$ cat src/rtl/mips_pkg.sv
// Shared opcodes, forwarding-select encodings, instruction field positions and the
// per-stage record used by the decode/hazard stage.
package mips_pkg;

  localparam logic [4:0] OP_NOP  = 5'h00;
  localparam logic [4:0] OP_ADD  = 5'h01;
  localparam logic [4:0] OP_SUB  = 5'h02;
  localparam logic [4:0] OP_AND  = 5'h03;
  localparam logic [4:0] OP_OR   = 5'h04;
  localparam logic [4:0] OP_ADDI = 5'h11;
  localparam logic [4:0] OP_SUBI = 5'h12;
  localparam logic [4:0] OP_LD   = 5'h18;
  localparam logic [4:0] OP_ST   = 5'h19;

  localparam logic [1:0] SEL_REG = 2'b00;
  localparam logic [1:0] SEL_EX  = 2'b01;
  localparam logic [1:0] SEL_DM  = 2'b10;
  localparam logic [1:0] SEL_WB  = 2'b11;

  localparam int OP_HI = 19;
  localparam int OP_LO = 15;
  localparam int RD_HI = 14;
  localparam int RD_LO = 10;
  localparam int RA_HI = 9;
  localparam int RA_LO = 5;
  localparam int RB_HI = 4;
  localparam int RB_LO = 0;

  typedef struct packed {
    logic       valid;
    logic [4:0] opcode;
    logic [4:0] rd;
    logic       writes_rd;
    logic       is_load;
  } stage_t;

  // Youngest producer wins; a source the instruction does not read is never forwarded.
  function automatic logic [1:0] fwd_sel(input stage_t ex, input stage_t dm,
                                         input stage_t wb, input logic [4:0] src,
                                         input logic used);
    logic [1:0] sel;
    sel = SEL_REG;
    if (used) begin
      if (ex.valid && ex.writes_rd && ex.rd == src)      sel = SEL_EX;
      else if (dm.valid && dm.writes_rd && dm.rd == src) sel = SEL_DM;
      else if (wb.valid && wb.writes_rd && wb.rd == src) sel = SEL_WB;
    end
    return sel;
  endfunction

endpackage

$ cat src/rtl/ins_decode.sv
// Opcode classifier for the ID-stage instruction; anything not in the ISA behaves as NOP.
module ins_decode
  import mips_pkg::*;
(
  input  logic [4:0] opcode,
  output logic [4:0] op_norm,
  output logic       writes_rd,
  output logic       uses_a,
  output logic       uses_b,
  output logic       is_load,
  output logic       imm_sel
);

  always_comb begin
    op_norm   = opcode;
    writes_rd = 1'b0;
    uses_a    = 1'b1;
    uses_b    = 1'b0;
    is_load   = 1'b0;
    imm_sel   = 1'b0;
    case (opcode)
      OP_ADD, OP_SUB, OP_AND, OP_OR: begin
        writes_rd = 1'b1;
        uses_b    = 1'b1;
      end
      OP_ADDI, OP_SUBI: begin
        writes_rd = 1'b1;
        imm_sel   = 1'b1;
      end
      OP_LD: begin
        writes_rd = 1'b1;
        imm_sel   = 1'b1;
        is_load   = 1'b1;
      end
      OP_ST: uses_b = 1'b1;
      default: begin
        op_norm = OP_NOP;
        uses_a  = 1'b0;
      end
    endcase
  end

endmodule

$ cat src/rtl/fwd_hazard_ctrl.sv
// Decode/hazard stage: holds the ID instruction, tracks EX/DM/WB destinations, registers
// forwarding selects and immediates for the EX cycle, and stalls fetch on load-use.
module fwd_hazard_ctrl
  import mips_pkg::*;
#(
  parameter int REG_AW = 5,
  parameter int DW     = 8,
  parameter int IW     = 20
) (
  input  logic              clk,
  input  logic              reset,
  input  logic [IW-1:0]     ins_in,
  input  logic              ins_in_valid,
  output logic              stall,
  output logic [IW-1:0]     ins,
  output logic [1:0]        mux_sel_A,
  output logic [1:0]        mux_sel_B,
  output logic              imm_sel,
  output logic [DW-1:0]     imm,
  output logic [4:0]        alu_op,
  output logic [REG_AW-1:0] RW_dm,
  output logic              wr_dm
);

  logic [IW-1:0] id_ins_q, id_ins_d;
  stage_t        ex_q, ex_d, dm_q, dm_d, wb_q, wb_d;
  logic [1:0]    sel_a_q, sel_a_d, sel_b_q, sel_b_d;
  logic          imm_sel_q, imm_sel_d;
  logic [DW-1:0] imm_q, imm_d;

  logic [4:0] dec_op;
  logic       dec_writes, dec_uses_a, dec_uses_b, dec_load, dec_imm_sel;
  logic [4:0] rs_a, rs_b;

  assign rs_a = id_ins_q[RA_HI:RA_LO];
  assign rs_b = id_ins_q[RB_HI:RB_LO];

  ins_decode u_dec (
    .opcode    (id_ins_q[OP_HI:OP_LO]),
    .op_norm   (dec_op),
    .writes_rd (dec_writes),
    .uses_a    (dec_uses_a),
    .uses_b    (dec_uses_b),
    .is_load   (dec_load),
    .imm_sel   (dec_imm_sel)
  );

  // The loaded value is not available until the LD reaches DM, so hold ID for one cycle.
  assign stall = ex_q.valid && ex_q.is_load && ex_q.writes_rd &&
                 ((dec_uses_a && rs_a == ex_q.rd) || (dec_uses_b && rs_b == ex_q.rd));

  always_comb begin
    id_ins_d  = id_ins_q;
    wb_d      = dm_q;
    dm_d      = ex_q;
    ex_d      = '0;
    sel_a_d   = SEL_REG;
    sel_b_d   = SEL_REG;
    imm_sel_d = 1'b0;
    imm_d     = '0;
    if (!stall) begin
      ex_d.valid     = 1'b1;
      ex_d.opcode    = dec_op;
      ex_d.rd        = id_ins_q[RD_HI:RD_LO];
      ex_d.writes_rd = dec_writes;
      ex_d.is_load   = dec_load;
      sel_a_d        = fwd_sel(ex_q, dm_q, wb_q, rs_a, dec_uses_a);
      sel_b_d        = fwd_sel(ex_q, dm_q, wb_q, rs_b, dec_uses_b);
      imm_sel_d      = dec_imm_sel;
      imm_d          = {{(DW-5){id_ins_q[RB_HI]}}, id_ins_q[RB_HI:RB_LO]};
      id_ins_d       = ins_in_valid ? ins_in : '0;
    end
  end

  always_ff @(posedge clk) begin
    if (reset) begin
      id_ins_q  <= '0;
      ex_q      <= '0;
      dm_q      <= '0;
      wb_q      <= '0;
      sel_a_q   <= SEL_REG;
      sel_b_q   <= SEL_REG;
      imm_sel_q <= 1'b0;
      imm_q     <= '0;
    end else begin
      id_ins_q  <= id_ins_d;
      ex_q      <= ex_d;
      dm_q      <= dm_d;
      wb_q      <= wb_d;
      sel_a_q   <= sel_a_d;
      sel_b_q   <= sel_b_d;
      imm_sel_q <= imm_sel_d;
      imm_q     <= imm_d;
    end
  end

  // WB only serves as a forwarding source; its opcode and load flag are never consumed.
  logic wb_unused;
  assign wb_unused = ^{wb_q.opcode, wb_q.is_load};

  assign ins       = id_ins_q;
  assign mux_sel_A = sel_a_q;
  assign mux_sel_B = sel_b_q;
  assign imm_sel   = imm_sel_q;
  assign imm       = imm_q;
  assign alu_op    = ex_q.opcode;
  assign wr_dm     = dm_q.valid && dm_q.writes_rd;
  assign RW_dm     = wr_dm ? dm_q.rd : '0;

endmodule
$ cat config.mk
export PLATFORM = sky130hd
export DESIGN_NAME = fwd_hazard_ctrl
export DESIGN_NICKNAME = d
export VERILOG_FILES = /design/src/rtl/mips_pkg.sv /design/src/rtl/ins_decode.sv /design/src/rtl/fwd_hazard_ctrl.sv
export SDC_FILE = /design/constraint.sdc
export NUM_CORES = 1
export LEC_CHECK = 0
export BUFFER_PORTS_ARGS = -buffer_cell sky130_fd_sc_hd__clkbuf_2
export CAP_MARGIN = 5
export CORE_MARGIN = 5
export CORE_UTILIZATION = 40
export DETAILED_ROUTE_END_ITERATION = 10
export PLACE_DENSITY_LB_ADDON = 0.25
export SYNTH_ARGS = -nofsm -noshare
export SYNTH_HDL_FRONTEND = slang
export SYNTH_SLANG_ARGS = --single-unit
$ cat constraint.sdc
create_clock -name clk -period 4.52 [get_ports clk]
set_input_delay 0.904 -clock clk [delete_from_list [all_inputs] [get_ports clk]]
set_output_delay 0.904 -clock clk [all_outputs]
set_load 0.05 [all_outputs]
==> flow_metrics.tcl, run 1 <==
set metrics [dict create \
    track_usage_pct 16.2 \
    crit_fanout 21 \
    seq_area_frac_synth_pct 46.4 \
    synth_area_mm2 0.00246 \
    rows 28 \
    cts_resized 0 \
    hp-class "reg -> reg" \
    fin_hold_ws_ps 464 \
    clk_transition_reported_paths_ps 70 \
    top_usage_layer "met2" \
    dieArea_mm2 0.00781 \
    rsz0062_at_grt "no" \
    cts_tree "done" \
    synthArstFlopShare_pct 0 \
    crit_path_start_kind "register" \
    utilization_pct 48.7 \
    drc 0 \
    cp-end-kind "output port" \
    avgSynthCellArea_um2 9.38 \
    antenna_found_initial 0 \
    slew_headroom_pct 42.2 \
    worstPathRequired_ps 3620 \
    via_count 2033 \
    fin_setup_tns_ps 0 \
    nNetsFinal 339 \
    place_congestion 0.873 \
    min_period_ps 3400 \
    detailed_place_hpwl_um 4370 \
    post_cts.repair.setup_buffers 0 \
    grt_overflow_total 0 \
    place.port_buffers 67 \
    status "completed" \
    vias_per_cell 5.13 \
    cts_hold_buf 0 \
    maxCapViolations 0 \
    drive_gt1_share_pct 28.0 \
    use_met2_pct 24.4 \
    grt_pass1_wl_um 9600 \
    start_util_pct 41.3 \
    ir_drop_uv 233 \
    setup_viol 0 \
    core_area_mm2 0.00596 \
    syn_nets 285 \
    clock_skew_ps 10.7 \
    ys.warnings.count 0 \
    fillCellCount 598 \
    clock_sink_count 57 \
    worst_slew_pin_slew_ps 867 \
    fmax_mhz 294 \
    insertion_delay_ps 330 \
    synth_cell_type_count 36 \
    area_delta_synth_final_pct 18.0 \
    num_antenna_cells 0 \
    crit_arrival_ps 2500 \
    cts_buffer_depth 2 \
    synth-edff-count 0 \
    routed_wl_um 5980 \
    gr-usage-met1_pct 21.5 \
    die_h_um 88.4 \
    grt_start_max_net_pins 36 \
    multi_input_area_mm2 0.00113 \
    regArea_mm2 0.00114 \
    wire_per_inst_um 15.1 \
    p_leak_uw 0.00123 \
    ys_ff_latch 57 \
    dr.pass1.iters 4 \
    cts-buffers-inserted 9 \
    drtIter0Drc 55 \
    slew_viol_final 0 \
    hold_violations 0 \
    io-pin-count 68 \
    cts-htree-levels 3 \
    die-width_um 88.4 \
    critical_path_class "reg -> out" \
    synthFlopType "dfxtp_1" \
    final_antenna_net_count 0 \
    first_global_vias 1908 \
    use_met3_pct 5.31 \
    fin_crit_sh_pct 75.3 \
    synthCells 262 \
    cts-root-buf "clkbuf_8" \
    p_per_area_mw_per_mm2 366 \
]
## power by group
group	total (uW)	leakage [uW]	internal, uW	switching (uW)
clock	392	0.0000818	194	198
sequential	535	0.000465	517	18.7
combinational	135	0.000686	43.2	91.6
## path summary, 6_finish.rpt
path / end / slack (ps) / startpoint / cells after the start
hold / removal: dm_q[12] / 460 / dm_d[12] / 1
setup reg to reg: alu_op[0] / 1910 / ins[16] / 8
hold reg to reg: dm_q[12] / 460 / dm_d[12] / 1
setup / recovery: stall / 1120 / ins[16] / 6
## state kept, by name (all words and copies together), names as in the netlist
| name | count |
|---|---|
| dm_q | 7 |
| mux_sel_B | 2 |
| imm | 5 |
| mux_sel_A | 2 |
| dm_d | 8 |
| alu_op | 5 |
| wb_q | 7 |
| ins | 20 |
| imm_sel | 1 |
## cell families (layout without fill, tap and decap cells)
logic type                after synthesis  count (layout)  share of synthesized area, %
and+or+nand+nor                        90              90                          19.7
DFF                                    57              57                          46.4
AOI/OAI and AO/OA                      54              54                          16.1
xor gates and xnor gates               29              29                          10.3
buffers and inverters                  32              91                          7.43
## per-layer routing
| layer | vias to the layer above | wire length [um] |
|---|---|---|
| li1 | 1021 | - |
| met1 | 941 | 2800 |
| met2 | 63 | 2720 |
| met3 | 8 | 383 |
| met4 | 0 | 80 |
| met5 | - | 0 |
## through the flow
| step | cell area (um^2) | worst slack, ps | cells | total power, uW |
|---|---|---|---|---|
| final | 2900 | 1120 | 396 | 1060 |
| after global placement | 2740 | 1630 | 380 | 680 |
| after floorplan | 2460 | 1100 | 262 | 652 |
| after CTS | 2900 | 1110 | 396 | 1070 |
| after global routing | 2900 | 892 | 396 | 1110 |
| after detailed placement | 2740 | 1490 | 380 | 682 |
## placed cells by master (no fill, tap or decap), drive strengths merged, types with 2 or more instances in the layout
master	synthesis	routed
inv	7	7
dfxtp	57	57
a21oi	21	21
clkbuf	9	77
nand2	7	7
xor2	12	12
clkinvlp	0	2
nor3	5	5
xnor2	17	17
nand3	25	25
a221oi	2	2
and3	10	10
or3	2	2
and2	9	9
nor2b	13	13
clkinv	0	4
nand4	3	3
o211ai	22	22
nor2	13	13
## synthesized netlist by cell type (2+ instances only)
cell,count,area (um^2)
xor2_1,12,105
a221oi_1,2,17.5
o211ai_1,21,158
nand2_1,7,26.3
nand3_1,25,125
or3_1,2,12.5
buf_6,3,33.8
buf_4,10,75.1
and2_1,9,56.3
inv_1,6,22.5
xnor2_1,17,149
and3_1,9,56.3
a21oi_1,21,105
nand4_1,3,18.8
clkbuf_1,9,33.8
dfxtp_1,57,1140
buf_2,2,10.0
nor3_1,5,25.0
nor2b_1,13,81.3
nor2_1,13,48.8
## critical path, stage by stage (launching register included)
cell       delay, ps
dfxtp_1          520
nor2_1           120
nand3_1          220
and3_4           270
a2bb2oi_2        670
nor2_1           100
clkbuf_2         270
## final cells by class
| type | instances | area share, % |
|---|---|---|
| Sequential cell | 57 | 39.3 |
| Inverter | 7 | 0.906 |
| Clock buffer | 10 | 4.40 |
| Clock inverter | 6 | 1.21 |
| Tap cell | 75 | 3.23 |
| Timing Repair Buffer | 68 | 11.8 |
| Multi-Input combinational cell | 173 | 39.1 |
No activity file was read; power rests on OpenSTA's default activity.
==> run 2: changes to the inputs <==
- ABC_AREA: unset -> 1
- clock period: 4.52 -> 3.53 ns (I/O delays scaled with it)
==> flow_metrics.tcl, run 2 <==
set metrics [dict create \
    status "completed" \
    die-width_um 90.8 \
    final_antenna_net_count 0 \
    min_period_ps 2950 \
    detailed_place_hpwl_um 4890 \
    insertion_delay_ps 340 \
    syn_nets 392 \
    rsz0062_at_grt "no" \
    cts-root-buf "clkbuf_8" \
    cts-buffers-inserted 9 \
    crit_arrival_ps 2250 \
    routed_wl_um 6500 \
    grt_pass1_wl_um 11300 \
    fmax_mhz 339 \
    cts_buffer_depth 2 \
    cp-endpoint "stall" \
    critical_path_class "reg -> out" \
    ff2ff_setup_slack_ps 1480 \
    p_per_area_mw_per_mm2 478 \
    worst_slew_pin_slew_ps 468 \
    area_delta_synth_final_pct 20.4 \
    drive_gt1_share_pct 21.1 \
    vias_per_cell 4.73 \
    start_util_pct 41.1 \
    ir_drop_uv 231 \
    synthFlopType "dfxtp_1" \
    rr_startpoint "ins[15]" \
    grt_overflow_total 0 \
    setup_viol 0 \
    p_leak_uw 0.00152 \
    cts_tree "done" \
    seq_area_frac_synth_pct 43.7 \
    synth_area_mm2 0.00261 \
    slew_headroom_pct 68.7 \
    cts_resized 0 \
    fin_crit_sh_pct 83.7 \
    synth_area_leader_cell "dfxtp_1" \
    cts_hold_buf 0 \
    nNetsFinal 451 \
    post_cts.repair.setup_buffers 0 \
    dieArea_mm2 0.00825 \
    setup.worst_path.start "ins[15]" \
    mostFrequentLayoutCells "nor2_1, nand2_1, clkbuf_2, dfxtp_1, inv_1" \
    crit_fanout 33 \
    hold_violations 0 \
    rr_endpoint "mux_sel_A[1]" \
    worstPathRequired_ps 2820 \
    via_count 2407 \
    fillCellCount 619 \
    cp-end-kind "output port" \
    synth_area_leaders "dfxtp_1, nor2_1, nand2_1" \
    wire_per_inst_um 12.8 \
    synthCells 369 \
    fin_setup_tns_ps 0 \
    yosysMostFrequentCell "nor2_1" \
    synth.top_cell.area_share_pct 43.7 \
    antenna_found_initial 0 \
    ys_ff_latch 57 \
    dr.pass1.iters 4 \
    placed_cells 494 \
    cts-htree-levels 3 \
    rows 29 \
    synth_cell_type_count 26 \
    maxCapViolations 0 \
    hp-class "reg -> reg" \
    fin_cells 509 \
    multi_input_area_mm2 0.00118 \
    core_area_mm2 0.00635 \
    slew_viol_final 0 \
    synth_common_cells "nor2_1, nand2_1, dfxtp_1, inv_1, nand3_1" \
    regArea_mm2 0.00114 \
    crit_path_start_kind "register" \
    layout_commonest_cell "nor2_1" \
    avgSynthCellArea_um2 7.08 \
    grt_start_max_net_pins 34 \
    clock_skew_ps 6.45 \
    r2r_cells 11 \
    io-pin-count 68 \
    drtIter0Drc 120 \
    clock_sink_count 57 \
    drc 0 \
    place.port_buffers 67 \
    place_congestion 0.905 \
    die_h_um 90.8 \
    first_global_vias 2426 \
    clk_transition_reported_paths_ps 70 \
    min_from "dm_d[1]" \
    ys.warnings.count 0 \
    synth-edff-count 0 \
    track_usage_pct 16.8 \
    largest_reg_flops 20 \
    synthArstFlopShare_pct 0 \
    num_antenna_cells 0 \
]
[run 2: layout make-up]
cell class / count / share of cell area [%]
Inverter: 44 / 5.25
Tap cell: 77 / 3.06
Clock inverter: 2 / 1.11
Timing Repair Buffer: 69 / 11.1
Multi-Input combinational cell: 247 / 37.4
Clock buffer: 13 / 5.69
Sequential cell: 57 / 36.3
[run 2: worst max-delay path, cell delays in order (launching register included)]
cell,delay [ps]
dfxtp_1,440
inv_1,100
nor2_2,150
nand3_1,90
nand2_1,90
nor2_1,50
nand2_1,110
nand2_2,70
nand2_4,270
nand2_4,170
inv_1,80
clkbuf_2,270
[run 2: cell families after synthesis]
logic type	after synthesis	share of synthesized area (%)
buffers and inverters	65	11.4
DFF	57	43.7
and+or+nand+nor	198	31.3
xor gates and xnor gates	15	5.03
AOI/OAI and AO/OA	34	8.67
[run 2: power by group]
group / total [uW] / switching (uW) / internal [uW]
combinational: 176 / 124 / 52.4
clock: 647 / 249 / 398
sequential: 680 / 18.6 / 662
[run 2: worst min-delay path by stage]
| stage | to | depth (start not counted) | slack, ps |
|---|---|---|---|
| 2_1_floorplan | dm_q[1] | 2 | 400 |
| 3_3_place_gp | wb_q[12] | 2 | 420 |
| 3_5_place_dp | dm_q[1] | 2 | 410 |
| 4_1_cts | dm_q[1] | 2 | 420 |
| 5_1_grt | dm_q[12] | 2 | 450 |
| 6_report | dm_q[1] | 2 | 420 |
[run 2: per-layer routing]
layer	wire (um)	track usage (%)	vias up
li1	-	-	1244
met1	3000	21.8	1055
met2	2910	25.7	94
met3	443	3.75	14
met4	148	9.54	0
met5	0	0	-
[run 2: per-stage QoR]
stage	hold WS (ps)	cell area (um^2)	power (uW)	worst slack (ps)	util, %
global placement	417	2930	870	989	46.1
finish	424	3140	1500	576	49.5
CTS	423	3140	1520	580	49.5
floorplan	403	2610	829	931	-
detailed placement	414	2930	871	977	46.1
global route	453	3140	1560	390	49.5
